### src/rtl/song_sequencer_pkg.sv
// Shared types and constants for the song sequencer and its step timer.
package song_sequencer_pkg;

  // Sequencer control states.
  typedef enum logic [2:0] {
    IDLE,
    FETCH0,
    FETCH1,
    PLAY,
    DONE
  } seq_state_t;

  // tempo_sel codes.
  localparam logic [1:0] TEMPO_NORM    = 2'b00;
  localparam logic [1:0] TEMPO_FAST    = 2'b01;
  localparam logic [1:0] TEMPO_SLOW    = 2'b10;
  localparam logic [1:0] TEMPO_FASTEST = 2'b11;

  // Note code that silences the tone generator.
  localparam logic [7:0] NOTE_REST = 8'd0;

  // Number of PLAY cycles in one step for a given tempo code.
  function automatic int unsigned step_len(input logic [1:0] sel, input int unsigned base);
    case (sel)
      TEMPO_FAST:    return base / 2;
      TEMPO_SLOW:    return base * 2;
      TEMPO_FASTEST: return base / 4;
      default:       return base;
    endcase
  endfunction

endpackage

### src/rtl/song_sequencer_step_timer.sv
// Step timer: loadable step down-counter with enable and zero flag, plus a
// saturating re-attack gap counter that runs on the same enable.
module step_timer import song_sequencer_pkg::*; #(
  parameter int          CNT_W      = 25,
  parameter int          GAP_W      = 21,
  parameter int unsigned GAP_CYCLES = 1048576
) (
  input  logic             i_clk,
  input  logic             i_rst_n,
  input  logic             i_load,
  input  logic [CNT_W-1:0] i_load_cnt,
  input  logic             i_load_gap,
  input  logic             i_en,
  output logic             o_zero,
  output logic             o_gap_active
);

  logic [CNT_W-1:0] r_step_cnt;
  logic [GAP_W-1:0] r_gap_cnt;

  // Load both counters at the start of a step, otherwise count down while enabled.
  always_ff @(posedge i_clk or negedge i_rst_n) begin
    if (!i_rst_n) begin
      r_step_cnt <= '0;
      r_gap_cnt  <= '0;
    end else if (i_load) begin
      r_step_cnt <= i_load_cnt;
      r_gap_cnt  <= i_load_gap ? GAP_W'(GAP_CYCLES) : '0;
    end else if (i_en) begin
      if (r_step_cnt != '0) r_step_cnt <= r_step_cnt - CNT_W'(1);
      if (r_gap_cnt != '0)  r_gap_cnt  <= r_gap_cnt - GAP_W'(1);
    end
  end

  assign o_zero       = (r_step_cnt == '0);
  assign o_gap_active = (r_gap_cnt != '0);

endmodule

### src/rtl/song_sequencer.sv
// Song sequencer: walks a synchronous song ROM at a selectable tempo and
// presents one note code per step, with pause, restart, loop and re-attack gap.
module song_sequencer import song_sequencer_pkg::*; #(
  parameter int unsigned STEP_CYCLES = 16777216,
  parameter int unsigned GAP_CYCLES  = 1048576,
  parameter int          ADDR_W      = 8
) (
  input  logic              CLK100MHZ,
  input  logic              CPU_RESETN,
  input  logic              play,
  input  logic              restart,
  input  logic              loop,
  input  logic [1:0]        tempo_sel,
  input  logic [ADDR_W-1:0] song_last,
  output logic [ADDR_W-1:0] rom_addr,
  input  logic [7:0]        rom_note,
  output logic [7:0]        note_out,
  output logic              step_strobe,
  output logic              done
);

  // Wide enough for the slowest tempo (2*STEP_CYCLES - 1).
  localparam int CNT_W = $clog2(2 * STEP_CYCLES);
  localparam int GAP_W = $clog2(GAP_CYCLES + 1);

  seq_state_t        r_state;
  seq_state_t        w_state_nxt;
  logic [ADDR_W-1:0] r_rom_addr;
  logic [7:0]        r_cur_note;
  logic [7:0]        r_prev_note;
  logic [7:0]        r_note_out;
  logic              w_zero;
  logic              w_gap_active;
  logic              w_load;
  logic              w_load_gap;
  logic              w_step_end;
  logic              w_at_last;
  logic [CNT_W-1:0]  w_load_cnt;

  assign w_load     = (r_state == FETCH1) && !restart;
  assign w_load_gap = (rom_note == r_prev_note) && (rom_note != NOTE_REST);
  assign w_load_cnt = CNT_W'(step_len(tempo_sel, STEP_CYCLES) - 1);
  assign w_step_end = (r_state == PLAY) && play && w_zero;
  assign w_at_last  = (r_rom_addr == song_last);

  step_timer #(
    .CNT_W      (CNT_W),
    .GAP_W      (GAP_W),
    .GAP_CYCLES (GAP_CYCLES)
  ) u_step_timer (
    .i_clk        (CLK100MHZ),
    .i_rst_n      (CPU_RESETN),
    .i_load       (w_load),
    .i_load_cnt   (w_load_cnt),
    .i_load_gap   (w_load_gap),
    .i_en         ((r_state == PLAY) && play),
    .o_zero       (w_zero),
    .o_gap_active (w_gap_active)
  );

  // State register.
  always_ff @(posedge CLK100MHZ or negedge CPU_RESETN) begin
    if (!CPU_RESETN) r_state <= IDLE;
    else             r_state <= w_state_nxt;
  end

  // Next-state logic; restart overrides every other transition.
  always_comb begin
    w_state_nxt = r_state;
    case (r_state)
      IDLE:    if (play) w_state_nxt = FETCH0;
      FETCH0:  w_state_nxt = FETCH1;
      FETCH1:  w_state_nxt = PLAY;
      PLAY: begin
        if (w_step_end) begin
          if (!w_at_last || loop) w_state_nxt = FETCH0;
          else                    w_state_nxt = DONE;
        end
      end
      DONE:    w_state_nxt = DONE;
      default: w_state_nxt = IDLE;
    endcase
    if (restart) w_state_nxt = play ? FETCH0 : IDLE;
  end

  // ROM address: advance or wrap at the end of each step, zero on restart.
  always_ff @(posedge CLK100MHZ or negedge CPU_RESETN) begin
    if (!CPU_RESETN) begin
      r_rom_addr <= '0;
    end else if (restart) begin
      r_rom_addr <= '0;
    end else if (w_step_end) begin
      if (!w_at_last) r_rom_addr <= r_rom_addr + ADDR_W'(1);
      else if (loop)  r_rom_addr <= '0;
    end
  end

  // Note capture; prev_note survives a loop wrap so repeats across it still gap.
  always_ff @(posedge CLK100MHZ or negedge CPU_RESETN) begin
    if (!CPU_RESETN) begin
      r_cur_note  <= NOTE_REST;
      r_prev_note <= NOTE_REST;
    end else if (restart) begin
      r_prev_note <= NOTE_REST;
    end else if (r_state == FETCH1) begin
      r_cur_note  <= rom_note;
      r_prev_note <= rom_note;
    end
  end

  // Registered note output: sounds only in PLAY, unpaused and past the gap.
  always_ff @(posedge CLK100MHZ or negedge CPU_RESETN) begin
    if (!CPU_RESETN)                                       r_note_out <= NOTE_REST;
    else if (restart)                                      r_note_out <= NOTE_REST;
    else if ((r_state == PLAY) && play && !w_gap_active)   r_note_out <= r_cur_note;
    else                                                   r_note_out <= NOTE_REST;
  end

  assign rom_addr    = r_rom_addr;
  assign note_out    = r_note_out;
  assign step_strobe = w_step_end && !restart;
  assign done        = (r_state == DONE);

endmodule

### config.mk
export PLATFORM = sky130hd
export DESIGN_NAME = song_sequencer
export DESIGN_NICKNAME = d
export VERILOG_FILES = /design/src/rtl/song_sequencer_pkg.sv /design/src/rtl/song_sequencer_step_timer.sv /design/src/rtl/song_sequencer.sv
export SDC_FILE = /design/constraint.sdc
export NUM_CORES = 1
export LEC_CHECK = 0
export BUFFER_PORTS_ARGS = -buffer_cell sky130_fd_sc_hd__buf_2
export CAP_MARGIN = 10
export CORE_ASPECT_RATIO = 1.25
export CORE_MARGIN = 4
export CORE_UTILIZATION = 44
export CTS_BUF_LIST = sky130_fd_sc_hd__clkbuf_4 sky130_fd_sc_hd__clkbuf_8
export DETAILED_ROUTE_END_ITERATION = 7
export GPL_TIMING_DRIVEN = 0
export PLACE_DENSITY = 0.61
export SLEW_MARGIN = 0
export SYNTH_ARGS = -nofsm -noshare
export SYNTH_HDL_FRONTEND = slang
export SYNTH_SLANG_ARGS = --single-unit
export TNS_END_PERCENT = 20
### constraint.sdc
create_clock -name CLK100MHZ -period 6.4 [get_ports CLK100MHZ]
set_clock_uncertainty 0.05 [all_clocks]
set_input_delay 0 -clock CLK100MHZ [delete_from_list [all_inputs] [get_ports CLK100MHZ]]
set_output_delay 0 -clock CLK100MHZ [all_outputs]
set_load 0.05 [all_outputs]
==> metrics.log <==
INFO  metric clock_power_share = 26.9%
INFO  metric regToRegStartpoint = u_step_timer.r_step_cnt[4]$_DFFE_PN0P_
INFO  metric pin_count_of_the_biggest_net_entering_global_routing = 57
INFO  metric global_route_wire_length_before_repair = 15550 um
INFO  metric drt_pass1_iterations = 4
INFO  metric p_int = 0.9315 mW
INFO  metric power = ~1.4 mW
INFO  metric cap_violations = 0
INFO  metric route.detailed.vias_per_inst = 5.554
INFO  metric tritoncts.num_buffers = 9
INFO  metric bufs_and_invs_on_worst_path = 1
INFO  metric cp_data_required_time = 6600 ps
INFO  metric synth.yosys.warnings = 0
INFO  metric endpoints_failing_hold = 0
INFO  metric clk_root_buffer_cell = sky130_fd_sc_hd__clkbuf_8
INFO  metric routabilityCongestion = ~0.83
INFO  metric antennaDiodeCount = 0
INFO  metric post_cts_hold_buffer_count = 14
INFO  metric post_synth_inst_count = 430
INFO  metric fraction_of_final_layout_cells_sized_beyond_drive_strength_1 = 16.37%
INFO  metric worst_setup_hold_path_clk_slew = 80 ps
INFO  metric vias = about 3500
INFO  metric power_switching = roughly 0.50 mW
INFO  metric asyncSetResetFlopFracSynth = between 90% and 100%
INFO  metric startpoint_type = register
INFO  metric antenna_violations_before_repair = 0
INFO  metric critical_path_peak_fanout = 10
INFO  metric tritoncts = done
INFO  metric hold_crit_path_type = in2async
INFO  metric clock.fmax = about 0.38 GHz
INFO  metric synthesis.nets = between 400 and 500
INFO  metric status = complete, no violations
INFO  metric crit_path_cell_chain = nor3_2 > nand4_2 > or4_1 > a21oi_1 > a311oi_1 > dlygate4sd3_1
INFO  metric critPathKind = reg2reg
INFO  metric nNetsFinal = ~520
INFO  metric dpl.cell_count = 593
INFO  metric antenna_violating_nets_post_route = 0
INFO  metric route.detailed.wl_per_inst = 14.67 um
INFO  metric area_delta_synth_final = 17.43%
INFO  metric relSlewSlack = 43.73%
INFO  metric min_period_over_period = 40.94%
INFO  metric power_switching_share = 35.09%
INFO  metric critical-path-max-stage-delay = between 500 and 600 ps
INFO  metric mappedNetlistArea = 4163 um2
INFO  metric share_seq_of_total_power = 49.1%
INFO  metric number_of_drc_markers_in_iteration_0 = between 100 and 150
INFO  metric part_of_the_yosys_area_used_for_sequential_elements = 48.69%
INFO  metric crit_slowest_cell = sky130_fd_sc_hd__dlygate4sd3_1
INFO  metric tns = 0 ps
INFO  metric synthFlopType = sky130_fd_sc_hd__dfrtp_1
INFO  metric number_of_synthesized_flops_with_an_enable_pin = 0
INFO  metric syn-mean-instance-area = 9.681 um2
INFO  metric synth_top_cells_by_area = sky130_fd_sc_hd__dfrtp_1, sky130_fd_sc_hd__nand2_1, sky130_fd_sc_hd__xor2_1
INFO  metric power.combinational.fraction = 24.0%
INFO  metric final.min_clock_period = 2620 ps
INFO  metric detail_route.drc_violations = 0
INFO  metric cts_setup_buffers = 0
INFO  metric synth_top_cell_by_area = sky130_fd_sc_hd__dfrtp_1
INFO  metric post_cts.resized_instances = 0
INFO  metric worst-r2r-setup-slack = 3780 ps
INFO  metric yosys.area.top_type_share = 48.69%
INFO  metric startpoint = u_step_timer.r_step_cnt[4]$_DFFE_PN0P_
INFO  metric start_util = 45.38%
INFO  metric grt_pass1_vias = 3360
INFO  metric finish.utilization = 53.29%
INFO  metric worst_setup_path_endpoint = u_step_timer.r_step_cnt[22]$_DFFE_PN0P_
INFO  metric final_cells = about 620
INFO  metric tritoncts_num_sinks = 81
INFO  metric post_detailed_placement_half_perimeter_wirelength = 6469 um
INFO  metric grt_setup_unrepaired = no
INFO  metric reg2reg_to = u_step_timer.r_step_cnt[22]$_DFFE_PN0P_
INFO  metric type_of_destination_of_the_critical_path = register
INFO  metric tightest_slew = 836.4 ps
INFO  metric maxSlewViolCount = 0
INFO  metric fp.dieArea = around 11000 um2
INFO  metric htreeDepth = 3
INFO  metric clock_insertion_delay_worst_skew = about 370 ps
INFO  metric ys_seq_elements = 81
INFO  metric rows = 39
INFO  metric grt.total_usage = 17.78%
INFO  metric timing.critical_path.depth = 6
INFO  metric detailedPlace.worstSlack = ~3800 ps
INFO  metric die-height = 116.7 um
INFO  metric gr-total-overflow = 0
INFO  metric power_density = 293.6 nW/um2
INFO  metric critPathTopFamily = simple AND/OR/NAND/NOR gates
INFO  metric cts.path.max_buffers = 2
INFO  metric total_leakage_power = between 2 and 2.5 nW
INFO  metric boundaryPins = 41
INFO  metric rr_worst_depth = 6
INFO  metric postLayoutSetupSlackWorst = 3780 ps
INFO  metric crit_arrival = 2820 ps
INFO  metric timing.final.setup_violations = 0
INFO  metric yosys.cell_types.count = 60
INFO  metric port_buffers = 39
INFO  metric vdd.ir_drop.worst = ~0.14 mV
INFO  metric fp.coreArea = 9174 um2
INFO  metric drt_wl_total = 9156 um
INFO  metric chipWidth = 95.00 um
final cells by class:
class / count / area [um2]
repair buffers: 55 / 370.4
flip-flops and latches: 81 / 2027
multi-input cells: 324 / 2032
inverters: 12 / 45.04
well taps: 123 / 153.9
plain buffers: 13 / 58.81
fillers: 846 / 4285
clock buffers: 9 / 123.9
clock inverters: 7 / 77.57
power by group through the flow:
stage                     combinational, mW  sequential (mW)  clock (mW)
after global routing                  0.399            0.723       0.417
after floorplan                       0.254            0.699           0
after CTS                             0.350            0.703       0.395
final                                 0.344            0.705       0.386
after global placement                0.328            0.707           0
after detailed placement              0.340            0.712           0
cell usage after synthesis, drive strengths merged (3+ instances only):
| cell type | number |
|---|---|
| dfrtp | 81 |
| nand2 | 74 |
| nand3 | 26 |
| nor2 | 21 |
| o21ai | 19 |
| nor3 | 18 |
| xor2 | 18 |
| nor4 | 15 |
| o31ai | 14 |
| or3 | 14 |
| a21oi | 12 |
| inv | 11 |
| and2 | 10 |
| mux2i | 8 |
| clkbuf | 7 |
| nand4 | 7 |
| o211ai | 7 |
| or4 | 7 |
| buf | 6 |
| xnor2 | 5 |
| a211oi | 4 |
| o311ai | 4 |
| a31oi | 3 |
| and3 | 3 |
| and4 | 3 |
| nor2b | 3 |
| or2 | 3 |
flip-flops by register name, summed over array words and instances, names as in the netlist:
name,cells
u_step_timer.r_step_cnt,25
rom_addr,8
note_out,8
u_step_timer.r_gap_cnt,21
r_prev_note,8
r_cur_note,8
r_state,3
metrics by stage:
step	hold slack, ps	instance area, um2
2_1_floorplan	-345.6	4163
3_3_place_gp	178.8	4512
3_5_place_dp	-103.7	4542
4_1_cts	41.30	4883
5_1_grt	55.42	4888
6_report	35.20	4888
how the worst min path moves through the flow:
stage                     slack, ps    startpoint                                       to  depth (start not counted)
final                            40    CPU_RESETN                  rom_addr[0]$_DFFE_PN0P_                          2
after global routing             60    CPU_RESETN                  rom_addr[0]$_DFFE_PN0P_                          2
after CTS                        40    CPU_RESETN                  rom_addr[0]$_DFFE_PN0P_                          2
after detailed placement       -100    CPU_RESETN                  rom_addr[0]$_DFFE_PN0P_                          1
after global placement          180  tempo_sel[1]  u_step_timer.r_step_cnt[22]$_DFFE_PN0P_                          2
after floorplan                -350    CPU_RESETN                    note_out[0]$_DFF_PN0_                          0
layer usage:
metal  vias to the layer above  share of wire [%]  global-route usage, %
met4                         0                1.3                  6.833
met2                        74                 48                  29.59
met1                      1661                 46                  22.57
met5                         -                  0                      0
met3                        10                4.2                  3.930
li1                       1721                  -                      -
logic make-up (layout without fill, tap and decap cells):
logic type | count (synthesis) | after routing | share of synthesized area (%)
xor+xnor | 23 | 23 | 4.839
fa+ha+maj | 2 | 2 | 0.6010
flops | 81 | 81 | 48.69
mux | 8 | 8 | 1.924
buf+inv | 25 | 96 | 2.495
compound gates | 79 | 79 | 13.20
simple gates | 212 | 212 | 28.25
cells in the final DEF (no fill, tap or decap), types with 14 or more instances in the layout:
cell / count
sky130_fd_sc_hd__buf_2: 43
sky130_fd_sc_hd__dfrtp_1: 81
sky130_fd_sc_hd__dlygate4sd3_1: 14
sky130_fd_sc_hd__nand2_1: 73
sky130_fd_sc_hd__nand3_1: 25
sky130_fd_sc_hd__nor2_1: 21
sky130_fd_sc_hd__nor3_1: 14
sky130_fd_sc_hd__o21ai_0: 17
sky130_fd_sc_hd__o31ai_1: 14
sky130_fd_sc_hd__or3_1: 14
sky130_fd_sc_hd__xor2_1: 18
Note: power is estimated with default switching activity, not from simulation.
